## src/rtl/rtc_time_counter.sv

```systemverilog
// rtl/rtc_time_counter.sv - 24-hour time-of-day counter driven by a synchronized 1 Hz input
module rtc_time_counter #(
  parameter int SYNC_STAGES = 2
) (
  input  logic       clk_100MHz,
  input  logic       reset,
  input  logic       clk_1Hz,
  input  logic       set_en,
  input  logic       set_load,
  input  logic [1:0] set_field,
  input  logic [5:0] set_value,
  output logic [5:0] seconds,
  output logic [5:0] minutes,
  output logic [4:0] hours,
  output logic [7:0] sec_bcd,
  output logic [7:0] min_bcd,
  output logic [7:0] hour_bcd,
  output logic       min_tick,
  output logic       day_tick,
  output logic       set_err
);

  logic [SYNC_STAGES-1:0] sync_q;
  logic                   prev_q;
  logic                   sec_tick;
  logic                   count_en;
  logic                   load_en;
  logic                   load_ok;

  // Binary 0..63 to two BCD digits by repeated subtraction of ten.
  function automatic logic [7:0] to_bcd(input logic [5:0] v);
    logic [3:0] tens;
    logic [5:0] rem;
    tens = 4'd0;
    rem  = v;
    for (int i = 0; i < 6; i++) begin
      if (rem >= 6'd10) begin
        rem  = rem - 6'd10;
        tens = tens + 4'd1;
      end
    end
    return {tens, rem[3:0]};
  endfunction

  // Bring the 1 Hz wave into this domain and remember its last synchronized level.
  always_ff @(posedge clk_100MHz or posedge reset) begin
    if (reset) begin
      sync_q <= '0;
      prev_q <= 1'b0;
    end else begin
      sync_q <= {sync_q[SYNC_STAGES-2:0], clk_1Hz};
      prev_q <= sync_q[SYNC_STAGES-1];
    end
  end

  // Rising edge of the synchronized wave is one second; falling edges are ignored.
  assign sec_tick = sync_q[SYNC_STAGES-1] & ~prev_q;
  assign count_en = sec_tick & ~set_en;
  assign load_en  = set_load & set_en;

  // Range check of a load against the selected field; field 3 is never accepted.
  always_comb begin
    load_ok = 1'b0;
    case (set_field)
      2'd0:    load_ok = (set_value <= 6'd59);
      2'd1:    load_ok = (set_value <= 6'd59);
      2'd2:    load_ok = (set_value <= 6'd23);
      default: load_ok = 1'b0;
    endcase
  end

  // Time fields and pulses: a load or a counted tick, never both since set_en separates them.
  always_ff @(posedge clk_100MHz or posedge reset) begin
    if (reset) begin
      seconds  <= 6'd0;
      minutes  <= 6'd0;
      hours    <= 5'd0;
      min_tick <= 1'b0;
      day_tick <= 1'b0;
      set_err  <= 1'b0;
    end else begin
      min_tick <= 1'b0;
      day_tick <= 1'b0;
      set_err  <= 1'b0;
      if (load_en) begin
        if (load_ok) begin
          case (set_field)
            2'd0:    seconds <= set_value;
            2'd1:    minutes <= set_value;
            default: hours   <= set_value[4:0];
          endcase
        end else begin
          set_err <= 1'b1;
        end
      end else if (count_en) begin
        if (seconds == 6'd59) begin
          seconds  <= 6'd0;
          min_tick <= 1'b1;
          if (minutes == 6'd59) begin
            minutes <= 6'd0;
            if (hours == 5'd23) begin
              hours    <= 5'd0;
              day_tick <= 1'b1;
            end else begin
              hours <= hours + 5'd1;
            end
          end else begin
            minutes <= minutes + 6'd1;
          end
        end else begin
          seconds <= seconds + 6'd1;
        end
      end
    end
  end

  // BCD copies trail the binary fields by one edge.
  always_ff @(posedge clk_100MHz or posedge reset) begin
    if (reset) begin
      sec_bcd  <= 8'h00;
      min_bcd  <= 8'h00;
      hour_bcd <= 8'h00;
    end else begin
      sec_bcd  <= to_bcd(seconds);
      min_bcd  <= to_bcd(minutes);
      hour_bcd <= to_bcd({1'b0, hours});
    end
  end

endmodule

```

## config.mk

```make
export PLATFORM = sky130hd
export DESIGN_NAME = rtc_time_counter
export DESIGN_NICKNAME = d
export VERILOG_FILES = /design/src/rtl/rtc_time_counter.sv
export SDC_FILE = /design/constraint.sdc
export NUM_CORES = 1
export LEC_CHECK = 0
export BUFFER_PORTS_ARGS = -buffer_cell sky130_fd_sc_hd__buf_2
export CORE_UTILIZATION = 35
export CTS_CLUSTER_SIZE = 25
export DETAILED_ROUTE_END_ITERATION = 16
export GPL_TIMING_DRIVEN = 1
export PLACE_DENSITY = 0.5
export SYNTH_ARGS = -nofsm -noshare
export SYNTH_HDL_FRONTEND = slang
export SYNTH_SLANG_ARGS = --single-unit
```

## constraint.sdc

```tcl
create_clock -name clk_100MHz -period 7.3 [get_ports clk_100MHz]
set_input_delay 0.365 -clock clk_100MHz [delete_from_list [all_inputs] [get_ports clk_100MHz]]
set_output_delay 0.365 -clock clk_100MHz [all_outputs]
set_load 0.01 [all_outputs]
```

==> results.tsv <==
stage	metric	value	unit
setup_path	WS Path Type	flop to flop	
synth	post-synth net total	819	
synth	Seq/Total Area, Yosys	19.1	%
grt	first-pass GRT wire length	27.9	mm
routing	DRC Markers	0	
clock_network	clock root buffer	clkbuf_16	
place	port buffer count	56	
clock_network	CTS sink cnt	47	
routing	final wirelength	16.6	mm
place	GPL Wtd Cong	0.893	
sta	crit path time final	6.67	ns
synth	syn_area_per_cell	8.02	um^2
sta	Setup Skew	0.00824	ns
place	worst slack, placed	0.143	ns
synth	Distinct cells, synth	98	
die	Core Rows	48	
synth	#FFs+latches synth	47	
grt	GRT Overall Usage	18.5	%
synth	synth top area cells	dfrtp_1 19%, ha_1 7.9%, o21ai_0 4.1%	
clock_network	Clk Latency, worst-skew pair	0.30	ns
routing	vias per cell	5.81	
synth	top-area cell type share of the netlist area	19.1	%
die	area of the core	17200	um^2
clock_network	H-tree levels	2	
clock_network	CTS tree	done	
setup_path	CP Launch Type	flop	
layout	Area Overhead vs Synth	11.2	%
sta	Final setup viols	0	
setup_path	CP max stage cell	dfrtp_2	
sta	Worst Slack Setup Final	0.628	ns
sta	Max Slew Vio Count	0	
die	die area	18100	um^2
setup_path	peak fanout along the critical path	13	
flow_run	Max-Cap Viols	0	
routing	initial drt markers	239	
grt	largest net degree at the start of global routing	48	
synth	yosys warns	0	
synth	area leader, netlist	dfrtp_1	
layout	Fill cells	1790	
clock_network	CTS Buffer Depth	2	
die	Starting Density	35.7	%
synth	Post-synth top cells	62 x nand2_1, 56 x nor2_1, 50 x o21ai_0, 47 x dfrtp_1, 45 x a21oi_1	
sta	relative slew slack	45.4	%
routing	WL/cell	15.9	um
routing	router iterations before antenna repair	4	
setup_path	CP Capture Type	flop	
die	die width	135	um
sta	final hold slack	0.196	ns
layout	FF+latch area	1180	um^2
die	Top Ports	57	
grt	total gr overflow	0	
clock_network	CTS resizes	0	
synth	EDFF count, synth	0	
layout	area occupied by multi-input gates	4650	um^2
grt	vias in the first global route	5877	
grt	antenna violations before repair	0	
routing	antenna-violating nets left	0	
layout	Core Util, Final	39.7	%
place	DP HPWL	12.8	mm
sta	RSZ-0062 raised after global routing	true	
place	Inst Count DP	1032	
outcome	outcome	finished clean	
clock_network	Num CTS Buffers	5	
layout	Ant. Diodes	0	
layout	post-layout net count	866	
setup_path	Top delay family on crit path	compound AO/OA/AOI/OAI gates	
clock_network	CTS clock-pin slew for the worst setup and hold paths	0.07	ns
clock_network	CTS Hold Bufs	0	
synth	ys async rst share	100	%
sta	Worst-Margin Slew	0.819	ns
setup_path	CP max stage delay	0.52	ns
setup_path	worst endpoint required time	7.47	ns
synth	top_reg_cell synth	dfrtp_1	
layout	fin cells	1040	
synth	most frequent cell after synthesis	nand2_1	
setup_path	crit path DAT	6.84	ns
clock_network	post-CTS setup buffers	0	
sta	crit share post-route	91.4	%
routing	DR vias	6047	
sta	fmax	150	MHz
setup_path	Buf+Inv Stages, Crit Path	5	
sta	Final Hold Fails	0	
synth	cell area after synthesis	6150	um^2
min_path	Worst Hold Class	input pin to flop	
synth	Post-Synthesis Cells	767	
layout	share of layout cells above drive strength 1	18.8	%
setup_path	CP dominant cell by count	ha_1	
die	Chip Height	135	um
==> registers in the layout, indices dropped and copies added (netlist names) <==
name	cells
day_tick	1
hours	5
minutes	6
seconds	6
prev_q	1
sec_bcd	8
sync_q	2
set_err	1
min_bcd	8
min_tick	1
hour_bcd	8
==> layout by cell type (no fill, tap or decap), types with 5 or more instances in the layout <==
master and count:
a21oi_1 45, and2_1 14, xnor2_1 17, a31oi_1 6
buf_4 21, ha_1 39, o31ai_1 7, nor2b_1 13
dfrtp_1 44, and3_1 9, or2_2 8, a22oi_1 8
o211ai_1 11, a311oi_1 5, mux2_2 11, a211o_1 5
nand3_1 19, o21a_1 12, nor3_1 26, buf_2 56
inv_1 39, nor4_1 8, a21o_1 10, nor2_1 56
a22o_1 8, o21ai_0 49, nand2_1 62, xor2_1 15
a211oi_1 10, o21ai_1 10, o22ai_1 9, nand2b_1 17
o31a_1 8, nand4_1 6, clkbuf_16 5, mux2i_1 8
==> final timing paths <==
path / from / cells past startpoint / to / slack, ns
worst max-delay path: minutes[2] / 31 / min_bcd[6] / 0.63
worst min-delay path: clk_1Hz / 1 / sync_q[0] / 0.20
worst max register to register: minutes[2] / 31 / min_bcd[6] / 0.63
worst min register to register: sync_q[0] / 0 / sync_q[1] / 0.35
max in group asynchronous: reset / 3 / minutes[2] / 6.62
min in group asynchronous: reset / 3 / sec_bcd[1] / 0.21
==> cells by family after synthesis <==
| family | Yosys count | synth area share [%] |
|---|---|---|
| simple gates | 272 | 23.1 |
| compound gates | 275 | 35.1 |
| mux | 23 | 4.13 |
| flops | 47 | 19.1 |
| xor+xnor | 33 | 4.82 |
| fa+ha+maj | 39 | 7.93 |
| buf+inv | 78 | 5.81 |
==> stage by stage <==
step / setup TNS (ns) / instance area, um^2
after floorplan: 0 / 6150
after global placement: 0 / 6670
after detailed placement: 0 / 6670
after CTS: 0 / 6810
after global routing: -0.0568 / 6840
final: 0 / 6840
==> layer usage <==
metal,part of all wire [%],vias to the layer above,track usage (%)
met5,0,-,0
met4,1.1,0,4.43
met3,3.8,14,2.21
met2,49,129,33.1
met1,46,2910,23.7
li1,-,2994,-
==> layout make-up <==
class	instances	area share (%)
flip-flops and latches	47	17.2
clock inverters	2	0.183
inverters	41	2.25
well taps	225	4.11
repair buffers	77	6.40
clock buffers	6	1.88
multi-input cells	642	67.9
Power is not shown: default switching activity piles up to over one toggle a cycle in this logic, so the estimate is an artifact.
